### config.mk
export PLATFORM = sky130hd
export DESIGN_NAME = mem_request_arbiter
export DESIGN_NICKNAME = d
export VERILOG_FILES = /design/src/rtl/mem_request_arbiter_pkg.sv /design/src/rtl/mem_request_arbiter_rr_pick.sv /design/src/rtl/mem_request_arbiter.sv
export SDC_FILE = /design/constraint.sdc
export NUM_CORES = 1
export LEC_CHECK = 0
export ABC_AREA = 1
export BUFFER_PORTS_ARGS = -buffer_cell sky130_fd_sc_hd__buf_2
export CORE_MARGIN = 2
export CORE_UTILIZATION = 30
export CTS_BUF_LIST = sky130_fd_sc_hd__clkbuf_4
export DETAILED_ROUTE_END_ITERATION = 16
export GPL_TIMING_DRIVEN = 0
export HOLD_SLACK_MARGIN = 0.15
export MAX_ROUTING_LAYER = met4
export PLACE_DENSITY = 0.61
export REMOVE_ABC_BUFFERS = 1
export SLEW_MARGIN = 5
export SYNTH_ARGS = -nofsm -noshare
export SYNTH_HDL_FRONTEND = slang
export SYNTH_SLANG_ARGS = --single-unit
### constraint.sdc
create_clock -name clk -period 3 [get_ports clk]
set_clock_uncertainty 0.15 [all_clocks]
set_input_delay 0.45 -clock clk [delete_from_list [all_inputs] [get_ports clk]]
set_output_delay 0.45 -clock clk [all_outputs]
set_load 0.02 [all_outputs]
### src/rtl/mem_request_arbiter_pkg.sv
`default_nettype none
// ============================================================================
// Module  : mem_request_arbiter_pkg
// Brief   : Shared FSM encodings, sentinel address and sizing helper.
// Revision: 1.0 - initial release
// ============================================================================
package mem_request_arbiter_pkg;

    typedef enum logic [1:0] {
        ST_IDLE  = 2'd0,
        ST_ISSUE = 2'd1,
        ST_WAIT  = 2'd2,
        ST_RESP  = 2'd3
    } arb_state_e;

    localparam logic [31:0] C_SENTINEL = 32'hFFFF_FFFF;

    function automatic int idx_width(input int n);
        return (n > 1) ? $clog2(n) : 1;
    endfunction

endpackage
`default_nettype wire

### src/rtl/mem_request_arbiter_rr_pick.sv
`default_nettype none
// ============================================================================
// Module  : mem_request_arbiter_rr_pick
// Brief   : Combinational round-robin selector: first eligible at or after pointer.
// Revision: 1.0 - initial release
// ============================================================================
module mem_request_arbiter_rr_pick
    import mem_request_arbiter_pkg::*;
#(
    parameter int N_REQ = 2,
    parameter int IDX_W = idx_width(N_REQ)
) (
    input  logic [N_REQ-1:0] eligible,
    input  logic [IDX_W-1:0] pointer,
    output logic             valid,
    output logic [N_REQ-1:0] grant,
    output logic [IDX_W-1:0] index
);

    always_comb begin
        int         cand;
        logic [IDX_W-1:0] cand_idx;
        cand     = 0;
        cand_idx = '0;
        valid    = 1'b0;
        grant    = '0;
        index    = '0;
        for (int k = 0; k < N_REQ; k++) begin
            cand = int'(pointer) + k;
            if (cand >= N_REQ) begin
                cand = cand - N_REQ;
            end
            cand_idx = IDX_W'(cand);
            if (!valid && eligible[cand_idx]) begin
                valid           = 1'b1;
                index           = cand_idx;
                grant[cand_idx] = 1'b1;
            end
        end
    end

endmodule
`default_nettype wire

### src/rtl/mem_request_arbiter.sv
`default_nettype none
// ============================================================================
// Module  : mem_request_arbiter
// Brief   : Round-robin sharing of the single Memory port among trace requesters.
// Revision: 1.0 - initial release
// ============================================================================
module mem_request_arbiter
    import mem_request_arbiter_pkg::*;
#(
    parameter int                N_REQ    = 2,
    parameter int                ADDR_W   = 32,
    parameter int                TIMEOUT  = 1024,
    parameter int                CNT_W    = 21,
    parameter logic [ADDR_W-1:0] SENTINEL = ADDR_W'(C_SENTINEL)
) (
    input  logic                    clk,
    input  logic                    rst_n,
    input  logic [N_REQ-1:0]        req,
    input  logic [N_REQ*ADDR_W-1:0] req_addr,
    output logic [N_REQ-1:0]        req_ack,
    output logic                    ack_err,
    output logic                    mem_grant,
    output logic [ADDR_W-1:0]       mem_address,
    input  logic                    mem_done,
    input  logic [ADDR_W-1:0]       mem_done_address,
    output logic                    all_done,
    output logic                    timeout_err,
    output logic [N_REQ*CNT_W-1:0]  served_count
);

    localparam int                 IDX_W      = idx_width(N_REQ);
    localparam int                 TIMER_W    = (TIMEOUT > 1) ? $clog2(TIMEOUT) : 1;
    localparam logic [TIMER_W-1:0] TIMER_LAST = TIMER_W'(TIMEOUT - 1);

    arb_state_e          state_q, state_d;
    logic [IDX_W-1:0]    idx_q, idx_d;
    logic [IDX_W-1:0]    ptr_q, ptr_d;
    logic [N_REQ-1:0]    finished_q, finished_d;
    logic [TIMER_W-1:0]  timer_q, timer_d;
    logic                mem_grant_q, mem_grant_d;
    logic [ADDR_W-1:0]   mem_address_q, mem_address_d;
    logic [N_REQ-1:0]    req_ack_q, req_ack_d;
    logic                ack_err_q, ack_err_d;
    logic                timeout_err_q, timeout_err_d;
    logic                all_done_q, all_done_d;
    logic [N_REQ-1:0]    serve_inc;

    logic                pick_valid;
    logic [N_REQ-1:0]    pick_grant;
    logic [IDX_W-1:0]    pick_idx;
    logic [ADDR_W-1:0]   sel_addr;
    logic [N_REQ-1:0]    idx_onehot;

    function automatic logic [IDX_W-1:0] wrap_inc(input logic [IDX_W-1:0] i);
        return (int'(i) == N_REQ - 1) ? '0 : i + IDX_W'(1);
    endfunction

    mem_request_arbiter_rr_pick #(
        .N_REQ (N_REQ),
        .IDX_W (IDX_W)
    ) u_rr_pick (
        .eligible (req & ~finished_q),
        .pointer  (ptr_q),
        .valid    (pick_valid),
        .grant    (pick_grant),
        .index    (pick_idx)
    );

    assign sel_addr   = req_addr[int'(pick_idx)*ADDR_W +: ADDR_W];
    assign idx_onehot = N_REQ'(1) << idx_q;

    always_comb begin
        state_d       = state_q;
        idx_d         = idx_q;
        ptr_d         = ptr_q;
        finished_d    = finished_q;
        timer_d       = timer_q;
        mem_grant_d   = 1'b0;
        mem_address_d = mem_address_q;
        req_ack_d     = '0;
        ack_err_d     = 1'b0;
        timeout_err_d = timeout_err_q;
        serve_inc     = '0;
        // Outputs are computed for the state being entered so they appear registered in it.
        case (state_q)
            ST_IDLE: begin
                if (pick_valid) begin
                    idx_d = pick_idx;
                    if (sel_addr == SENTINEL) begin
                        finished_d = finished_q | pick_grant;
                        req_ack_d  = pick_grant;
                        ptr_d      = wrap_inc(pick_idx);
                        state_d    = ST_RESP;
                    end else begin
                        mem_address_d = sel_addr;
                        mem_grant_d   = 1'b1;
                        state_d       = ST_ISSUE;
                    end
                end
            end
            ST_ISSUE: begin
                timer_d = '0;
                state_d = ST_WAIT;
            end
            ST_WAIT: begin
                timer_d = timer_q + TIMER_W'(1);
                if (mem_done && (mem_done_address == mem_address_q)) begin
                    req_ack_d = idx_onehot;
                    serve_inc = idx_onehot;
                    ptr_d     = wrap_inc(idx_q);
                    state_d   = ST_RESP;
                end else if (timer_q == TIMER_LAST) begin
                    req_ack_d     = idx_onehot;
                    ack_err_d     = 1'b1;
                    timeout_err_d = 1'b1;
                    ptr_d         = wrap_inc(idx_q);
                    state_d       = ST_RESP;
                end
            end
            ST_RESP: begin
                state_d = ST_IDLE;
            end
            default: begin
                state_d = ST_IDLE;
            end
        endcase
        all_done_d = &finished_d;
    end

    always_ff @(posedge clk or negedge rst_n) begin
        if (!rst_n) begin
            state_q       <= ST_IDLE;
            idx_q         <= '0;
            ptr_q         <= '0;
            finished_q    <= '0;
            timer_q       <= '0;
            mem_grant_q   <= 1'b0;
            mem_address_q <= '0;
            req_ack_q     <= '0;
            ack_err_q     <= 1'b0;
            timeout_err_q <= 1'b0;
            all_done_q    <= 1'b0;
        end else begin
            state_q       <= state_d;
            idx_q         <= idx_d;
            ptr_q         <= ptr_d;
            finished_q    <= finished_d;
            timer_q       <= timer_d;
            mem_grant_q   <= mem_grant_d;
            mem_address_q <= mem_address_d;
            req_ack_q     <= req_ack_d;
            ack_err_q     <= ack_err_d;
            timeout_err_q <= timeout_err_d;
            all_done_q    <= all_done_d;
        end
    end

    for (genvar g = 0; g < N_REQ; g++) begin : g_cnt
        logic [CNT_W-1:0] cnt_q, cnt_d;

        always_comb begin
            cnt_d = cnt_q;
            if (serve_inc[g] && (cnt_q != {CNT_W{1'b1}})) begin
                cnt_d = cnt_q + CNT_W'(1);
            end
        end

        always_ff @(posedge clk or negedge rst_n) begin
            if (!rst_n) begin
                cnt_q <= '0;
            end else begin
                cnt_q <= cnt_d;
            end
        end

        assign served_count[g*CNT_W +: CNT_W] = cnt_q;
    end

    assign req_ack     = req_ack_q;
    assign ack_err     = ack_err_q;
    assign mem_grant   = mem_grant_q;
    assign mem_address = mem_address_q;
    assign all_done    = all_done_q;
    assign timeout_err = timeout_err_q;

endmodule
`default_nettype wire

==> qor.csv, run 1 <==
metric,value,unit
Die Span Y,152.2,µm
total negative slack,0,ns
CP startpoint,mem_address[12],
min setup slack post-route,0.03725,ns
largest net degree at the start of global routing,50,
sequential area share after synthesis,36.47,%
total wire length,21080,µm
Final setup viols,0,
adder-cell share of the synthesized area,0.9498,%
CP endpoint kind,register,
Most used DFF post-synth,dfrtp_1,
share of cells above drive strength 1,18.45,%
Syn-to-layout area delta,20.19,%
First-pass DRT Iterations,5,
Setup CP Type,reg -> reg,
Clock Sinks,96,
DRC Markers,0,
leakage,4.451,nW
Synth Register Bits,96,
capture point of the worst path,g_cnt[1].cnt_q[9],
CP arrival,3.21,ns
post-CTS setup buffers,0,
number of fill cells,2347,
area share of the largest cell type after synthesis,36.47,%
CTS tree,done,
Yosys cell types,35,
HP Class,in -> reg,
CP required,3.25,ns
r2r endpoint,g_cnt[1].cnt_q[9],
Nets,1272,
worst slew pin tran,1.267,ns
syn_area_per_cell,6.586,µm²
most frequent cells after synthesis,"nand2_1 (417), inv_1 (109), dfrtp_1 (96), nor2_1 (96), nand4_1 (75)",
status,"finished, final reports clean",
Port Buffers,180,
Die Wd,152.2,µm
asr flop ratio synth,100.0,%
Root Buffer,clkbuf_4,
max_cap viols,0,
r2r setup slk,0.04,ns
final hold slack,0.1698,ns
Synth Area in Simple Gates,44.51,%
largest family of logic cells by synthesized area,simple AND/OR/NAND/NOR gates,
Die ar.,0.02316,mm²
Pwr Total,3.175,mW
CP max FO,15,
"Core Util, Final",36.50,%
H-Tree Depth,3,
r2r startpoint,mem_address[12],
Final Wtd Congestion,0.8917,
Setup WS pre-CTS,-0.5442,ns
Synth Area in Compound Gates,2.508,%
hold path start,req_addr[34],
Final Slew Violations,0,
Total Routing Usage GR,18.70,%
drt wl/cell,14.51,µm
multiplexer share of the synthesized area,0,%
placed cells,1432,
Worst Reg-to-Reg Cells,10,
Core Region,0.02169,mm²
clk slew on worst S/H paths,0.15,ns
f_max,337.5,MHz
Cell Rows,54,
initial antenna violation count,1,
Synth area leader,dfrtp_1,
clock buffer depth,2,
Skew-Pair Late Insertion Delay,0.51,ns
Post-Synthesis Cells,1000,
fin crit share,98.76,%
power per standard cell area,401.0,mW/mm²
most frequent cell after synthesis,nand2_1,
Rel. slew slack,15.35,%
Worst IR Drop VDD,0.2058,mV
total grt overflow,0,
Synth warnings,0,
Starting Density,30.37,%
post-route ant nets,0,
CP startpoint kind,register,
fin area,0.007916,mm²
area post-placement,0.007685,mm²
Register Area,0.002402,mm²
min cycle time layout,2.963,ns
endpoints failing hold,0,
vias per cell,4.739,
Post-Synthesis Cell Area,0.006586,mm²
RSZ-0062 raised after global routing,true,
first-pass GRT wire length,33940,µm
area of the multi-input gates,0.003643,mm²
total CTS buffers,9,
top post-synthesis cells by area,"dfrtp_1 (36%), nand2_1 (24%), nand4_1 (7.1%)",
DPL Wire Length,16370,µm
fin cells,1453,
Iteration-0 DRC Markers,423,
number of flops mapped to enable cells by yosys,0,
Vias,6886,
number of global-route vias before repair,6447,
Synth Area in XOR/XNOR,6.516,%
IO Count,181,
## layer usage
layer,global-route usage (%),wire (µm)
met1,25.83,10240
met2,28.76,9545
met3,2.474,884
met4,5.518,414
met5,-,0
## worst min path at each step
stage	to	cells after the start
after global placement	timeout_err	1
after detailed placement	ptr_q	2
final	mem_address[2]	5
after global routing	finished_q[0]	5
after CTS	mem_address[2]	5
after floorplan	ack_err	0
## placed cells by master, fill, tap and decap left out, drive strengths merged, types with 10 or more instances in the layout
master | synthesis | layout
dfrtp | 96 | 96
inv | 110 | 112
nand4 | 75 | 75
clkbuf | 11 | 10
o21ai | 10 | 10
xor2 | 32 | 32
nor2 | 100 | 100
nand2 | 421 | 422
nor3 | 19 | 19
xnor2 | 17 | 17
buf | 18 | 181
nand3 | 52 | 53
## state kept, by name, indices dropped and copies added, names as in the netlist
name / flops
ack_err: 1
all_done: 1
finished_q: 2
mem_grant: 1
timeout_err: 1
ptr_q: 1
mem_address: 32
timer_q: 10
req_ack: 2
state_q: 2
idx_q: 1
g_cnt.cnt_q: 42
## area by class of cell
type	instances	share of cell area, %
clock inverters	6	0.9325
diodes	2	0.06322
clock buffers	10	0.9483
inverters	110	5.374
multi-input cells	767	46.02
flip-flops and latches	96	30.35
repair buffers	182	11.89
well taps	280	4.425
## timing repair
item                                   4_1_cts  5_1_grt
setup endpoints to repair                   61       61
pin swaps                                    0        1
endpoints found under the hold margin       47        0
resized for setup                            7        4
hold buffers                                 1        0
cloned                                       1        1
## worst max-delay path, stage by stage, from the launching register on
cell and delay, ns:
dfrtp_1 0.45, xnor2_1 0.48, nand3_1 0.13, nor2_1 0.16, nand2_1 0.07, nor2_1 0.12, nand3_1 0.22, nor2_2 0.51
nand3_2 0.39, nand2_1 0.15, nand2_1 0.05
## where the power goes
part           internal, mW  leakage, nW  switching (mW)
sequential             1.40         1.29           0.146
clock                 0.274       0.0756           0.486
combinational         0.299         3.09           0.571
total                  1.97         4.45            1.20
## cells by family after synthesis
kind of cell | after synthesis
xor+xnor | 49
compound gates | 28
simple gates | 683
buf+inv | 139
flops | 96
fa+ha+maj | 5
Power figures use the tool's default switching activity.
==> inputs of run 2 (changes only) <==
CTS_CLUSTER_SIZE = 25   (was unset)
REMOVE_ABC_BUFFERS = unset   (was 1)
==> run 2 against run 1 <==
  * Non-clock buffer count rose by 29
  * Global-route usage rose by 0.16 points
  * Clock power fell by 14%
  * Critical path depth did not move
  * Via count rose by 2.0%
  * Fmax rose by 12%
  * Combinational power fell by 0.5%
  * Worst hold slack improved by 0.029 ns
  * Cell count rose by 1.8%
  * Sequential power barely moved
  * Power fell by 3.3%
  * Largest cell class unchanged
  * Largest power group unchanged
==> qor.csv, run 2 (synthesis results as in run 1) <==
metric,value,unit,change
power per standard cell area,383.9,mW/mm²,was 401.0 mW/mm²
Skew-Pair Late Insertion Delay,0.48,ns,was 0.51 ns
post-CTS setup buffers,0,,unchanged
placed cells,1461,,was 1432
Die ar.,0.02316,mm²,unchanged
endpoints failing hold,0,,unchanged
Rel. slew slack,63.29,%,was 15.35%
total wire length,21210,µm,was 21080 µm
min cycle time layout,2.654,ns,was 2.963 ns
CP arrival,2.92,ns,was 3.21 ns
Root Buffer,clkbuf_4,,unchanged
"leading cell type in the layout, fill and taps excluded",nand2_1,,unchanged
max_cap viols,0,,unchanged
Nets,1299,,was 1272
Die Wd,152.2,µm,unchanged
post-route ant nets,0,,unchanged
CP max-delay cell,xnor2_1,,was nor2_2
fin crit share,88.47,%,was 98.76%
Pwr Total,3.070,mW,was 3.175 mW
max FFs per register,42,,unchanged
Worst path top cell family by delay,simple AND/OR/NAND/NOR gates,,unchanged
Hold Path Sink,mem_address[2],,unchanged
CP required,3.26,ns,was 3.25 ns
WP buf/inv,1,,was 0
Starting Density,30.37,%,unchanged
total grt overflow,0,,unchanged
RSZ-0062 raised after global routing,false,,was true
Worst Reg-to-Reg Cells,10,,unchanged
Vias,7027,,was 6886
Final setup viols,0,,unchanged
CTS tree,done,,unchanged
DRC Markers,0,,unchanged
Die Span Y,152.2,µm,unchanged
Total Routing Usage GR,18.86,%,was 18.70%
CP max FO,10,,was 15
Core Region,0.02169,mm²,unchanged
largest net degree at the start of global routing,60,,was 50
initial antenna violation count,1,,unchanged
Iteration-0 DRC Markers,454,,was 423
r2r setup slk,0.35,ns,was 0.04 ns
min setup slack post-route,0.3459,ns,was 0.03725 ns
clk slew on worst S/H paths,0.17,ns,was 0.15 ns
WHS Path Cells,5,,unchanged
r2r endpoint,g_cnt[1].cnt_q[12],,was g_cnt[1].cnt_q[9]
f_max,376.8,MHz,was 337.5 MHz
H-Tree Depth,3,,unchanged
Setup WS pre-CTS,0.2513,ns,was -0.5442 ns
CP startpoint kind,register,,unchanged
hold path start,req_addr[34],,unchanged
clock buffer depth,2,,unchanged
total CTS buffers,9,,unchanged
worst slew pin tran,0.5467,ns,was 1.267 ns
r2r startpoint,mem_address[12],,unchanged
CP endpoint kind,register,,unchanged
cts repair resizes,0,,was 7
status,"finished, final reports clean",,unchanged
Setup CP Type,reg -> reg,,unchanged
post-synth net total,1106,,
total negative slack,0,ns,unchanged
most frequent cells in the layout,"nand2_1 (417), buf_2 (184), inv_1 (109)",,"was nand2_1 (417), buf_2 (179), inv_1 (109)"
number of global-route vias before repair,6582,,was 6447
Final Slew Violations,0,,unchanged
first-pass GRT wire length,34470,µm,was 33940 µm
Cell Rows,54,,unchanged
fin cells,1479,,was 1453
IO Count,181,,unchanged
Clock Sinks,96,,unchanged
Post-CTS Hold Fix Bufs,1,,unchanged
Biggest register,g_cnt.cnt_q,,unchanged
share of cells above drive strength 1,18.61,%,was 18.45%
DPL Wire Length,17340,µm,was 16370 µm
leakage,4.508,nW,was 4.451 nW
drt wl/cell,14.34,µm,was 14.51 µm
Final Wtd Congestion,0.8896,,was 0.8917
Worst path max stage delay,0.48,ns,was 0.51 ns
vias per cell,4.751,,was 4.739
Worst IR Drop VDD,0.1733,mV,was 0.2058 mV
HP Class,in -> reg,,unchanged
cell chain of the critical path,"xnor2_1, nand3_1, nor2_1, nand2_1, nor2_1, nand3_1, nor2_2, clkbuf_1, nand4_1, nand2_1",,"was xnor2_1, nand3_1, nor2_1, nand2_1, nor2_1, nand3_1, nor2_2, nand3_2, nand2_1, nand2_1"
First-pass DRT Iterations,5,,unchanged
Port Buffers,180,,unchanged
Syn-to-layout area delta,21.43,%,was 20.19%
-- run 2: cell types whose count changed in the layout (fill, tap and decap cells not counted), sizes merged --
cell and delta:
buf +18, clkbuf +11, clkinv +2, bufinv -1, clkinvlp -1, diode -1, nand2 -1, nand3 -1
-- run 2: worst max-delay path by stage --
stage               cells after the start            startpoint            endpoint  slack [ns]
floorplan                              10     g_cnt[1].cnt_q[1]  g_cnt[1].cnt_q[12]        0.91
global placement                       11  mem_done_address[12]  g_cnt[1].cnt_q[11]        0.24
detailed placement                     11  mem_done_address[12]  g_cnt[1].cnt_q[11]        0.25
CTS                                    10       mem_address[12]  g_cnt[1].cnt_q[11]        0.35
global route                           10       mem_address[12]  g_cnt[1].cnt_q[12]        0.14
finish                                 10       mem_address[12]  g_cnt[1].cnt_q[12]        0.35
-- run 2: cell type report --
type / count / area [µm²]
fill: 2350 / 13690
clock inverter: 6 / 42.54
inverter: 110 / 412.9
sequential: 96 / 2402
timing repair buffer: 182 / 940.9
buffer: 29 / 182.7
multi-input combinational: 765 / 3588
tap: 280 / 350.3
antenna: 1 / 2.502
clock buffer: 10 / 75.07
-- run 2: power breakdown --
group	total [mW]	switching (mW)	internal (mW)
logic	0.865	0.559	0.306
registers	1.55	0.150	1.40
clock network	0.657	0.474	0.183
total	3.07	1.18	1.89
-- run 2: metrics by stage --
step / util, % / hold slack, ns / cell area [µm²]
floorplan: - / 0.004409 / 6586
global placement: 36.14 / 0.3097 / 7838
detailed placement: 36.28 / 0.3072 / 7868
CTS: 36.86 / 0.1640 / 7995
global route: 36.88 / 0.2147 / 7998
finish: 36.88 / 0.1984 / 7998
-- run 2: metal layers --
metal,GRT usage (%),up-vias,part of all wire [%]
met5,-,-,0
met4,4.895,0,1.6
met3,2.560,31,4.1
met2,29.52,179,46
met1,25.85,3237,49
li1,-,3580,-
-- run 2: worst min-delay path: cells and delay by family --
kind / cells / cell delay [ns]
simple gates: 4 / 0.27
buf+inv: 1 / 0.09
==> inputs of run 3 (changes only) <==
CORE_UTILIZATION = 55   (was 30)
PLACE_DENSITY = 0.93   (was 0.61)
clock period = 2.6 ns   (was 3 ns; I/O delays follow)
==> run 3 against run 2 <==
  * Final area is 1.3% lower
  * Die area is 44% lower
  * Largest power group unchanged
  * Critical endpoint is now g_cnt[1].cnt_q[19]
  * Critical path type unchanged
  * Via count is 2.0% higher
==> qor.csv, run 3 (synthesis results as in run 1) <==
metric,value,unit,change
number of global-route vias before repair,6752,,was 6582
vias per cell,5.345,,was 4.751
Syn-to-layout area delta,19.79,%,was 21.43%
status,"finished, final reports clean",,unchanged
post-route ant nets,0,,unchanged
area post-placement,0.007696,mm²,was 0.007868 mm²
power per standard cell area,472.6,mW/mm²,was 383.9 mW/mm²
Clock Sinks,96,,unchanged
RSZ-0062 raised after global routing,false,,unchanged
DPL Wire Length,15830,µm,was 17340 µm
number of fill cells,1032,,was 2350
CP startpoint kind,register,,unchanged
Cell Rows,39,,was 54
H-Tree Depth,3,,unchanged
cell chain of the critical path,"xnor2_2, nand3_1, nor3_1, nand2_1, nor2_1, nand3_1, nor2_2, nand3_1, buf_6, nand2_1, nand2_1",,"was xnor2_1, nand3_1, nor2_1, nand2_1, nor2_1, nand3_1, nor2_2, clkbuf_1, nand4_1, nand2_1"
Die ar.,0.01287,mm²,was 0.02316 mm²
max_cap viols,0,,unchanged
Die Span Y,113.4,µm,was 152.2 µm
first-pass GRT wire length,32310,µm,was 34470 µm
drt wl/cell,14.55,µm,was 14.34 µm
total grt overflow,0,,unchanged
max FFs per register,42,,unchanged
First-pass DRT Iterations,5,,unchanged
min cycle time layout,2.483,ns,was 2.654 ns
ANT cells,0,,was 1
CP max-delay cell,dfrtp_1,,was xnor2_1
Worst IR Drop VDD,0.3332,mV,was 0.1733 mV
DRC Markers,0,,unchanged
initial antenna violation count,0,,was 1
share of cells above drive strength 1,18.95,%,was 18.61%
Final Slew Violations,0,,unchanged
f_max,402.7,MHz,was 376.8 MHz
Worst path max stage delay,0.50,ns,was 0.48 ns
Root Buffer,clkbuf_4,,unchanged
Starting Density,56.95,%,was 30.37%
HP Class,in -> reg,,unchanged
Final setup viols,0,,unchanged
Core Region,0.01156,mm²,was 0.02169 mm²
Biggest register,g_cnt.cnt_q,,unchanged
Final Wtd Congestion,0.9563,,was 0.8896
total negative slack,0,ns,unchanged
largest net degree at the start of global routing,58,,was 60
Port Buffers,180,,unchanged
total CTS buffers,9,,unchanged
total wire length,19510,µm,was 21210 µm
fin crit share,95.51,%,was 88.47%
Setup CP Type,reg -> reg,,unchanged
CTS tree,done,,unchanged
most frequent cells in the layout,"nand2_1 (417), buf_2 (184), inv_1 (109)",,unchanged
fin area,0.007890,mm²,was 0.007998 mm²
WHS Path Cells,5,,unchanged
Rel. slew slack,63.94,%,was 63.29%
"leading cell type in the layout, fill and taps excluded",nand2_1,,unchanged
IO Count,181,,unchanged
CP arrival,2.73,ns,was 2.92 ns
post-synth net total,1106,,unchanged
Iteration-0 DRC Markers,786,,was 454
worst slew pin tran,0.5409,ns,was 0.5467 ns
post-CTS setup buffers,0,,unchanged
Total Routing Usage GR,32.30,%,was 18.86%
Worst Reg-to-Reg Cells,11,,was 10
endpoints failing hold,0,,unchanged
Nets,1299,,unchanged
CP required,2.85,ns,was 3.26 ns
clk slew on worst S/H paths,0.16,ns,was 0.17 ns
Skew-Pair Late Insertion Delay,0.49,ns,was 0.48 ns
Vias,7168,,was 7027
CP endpoint kind,register,,unchanged
CP max FO,10,,unchanged
leakage,4.546,nW,was 4.508 nW
Die Wd,113.4,µm,was 152.2 µm
clock buffer depth,2,,unchanged
-- run 3: changes by cell type in the layout (fill, tap and decap cells not counted), sizes merged --
cell,before,now
diode,1,0
clkinvlp,1,0
clkinv,3,2
bufinv,0,2
-- run 3: path summary, 6_finish.rpt --
check / start / end / slack (ns)
worst max-delay path: mem_address[6] / g_cnt[1].cnt_q[19] / 0.12
worst min-delay path: req_addr[34] / mem_address[2] / 0.17
worst max register to register: mem_address[6] / g_cnt[1].cnt_q[19] / 0.12
worst min register to register: timeout_err / timeout_err / 0.34
max in group asynchronous: rst_n / mem_address[26] / 1.37
min in group asynchronous: rst_n / g_cnt[0].cnt_q[3] / 0.26
-- run 3: timing repair --
action                                  in CTS  in global routing
hold buffers                                 1                  0
endpoints found under the setup margin       0                 23
endpoints found under the hold margin       39                  0
gates resized for setup                      0                  5
-- run 3: layout make-up --
type	instances	area, µm²	area share (%)
multi-input combinational	765	3606	45.70
timing repair buffer	182	940.9	11.93
inverter	110	412.9	5.233
clock inverter	6	90.09	1.142
clock buffer	10	75.07	0.9515
tap	143	178.9	2.268
sequential	96	2402	30.45
buffer	29	183.9	2.331
-- run 3: layer usage --
metal | vias to the layer above | track usage, % | part of all wire (%)
li1 | 3565 | - | -
met3 | 55 | 4.835 | 7.3
met2 | 311 | 50.42 | 46
met4 | 0 | 13.01 | 3.4
met5 | - | - | 0
met1 | 3237 | 42.73 | 43
-- run 3: worst max-delay path: cells and delay by family, from the launching register on --
family | cells | cell delay, ns
xor gates and xnor gates | 1 | 0.26
and+or+nand+nor | 9 | 1.28
buffers and inverters | 1 | 0.22
DFF | 1 | 0.50
-- run 3: power by group --
part           internal, mW  switching (mW)  total, mW
clock network         0.406           0.527      0.933
logic                 0.357           0.645       1.00
registers              1.61           0.180       1.79
-- run 3: per-stage QoR --
stage / utilization, % / std cells / hold slack [ns] / setup WS (ns) / total power [mW]
6_report: 68.22 / 1341 / 0.1716 / 0.1167 / 3.729
5_1_grt: 68.22 / 1341 / 0.1863 / 0.02489 / 3.927
3_5_place_dp: 66.55 / 1324 / 0.2580 / 0.006477 / 2.797
3_3_place_gp: 66.29 / 1323 / 0.2991 / 0.04447 / 2.772
4_1_cts: 68.06 / 1341 / 0.1577 / 0.02704 / 3.706
2_1_floorplan: - / 1000 / -0.05559 / 0.5075 / 2.382
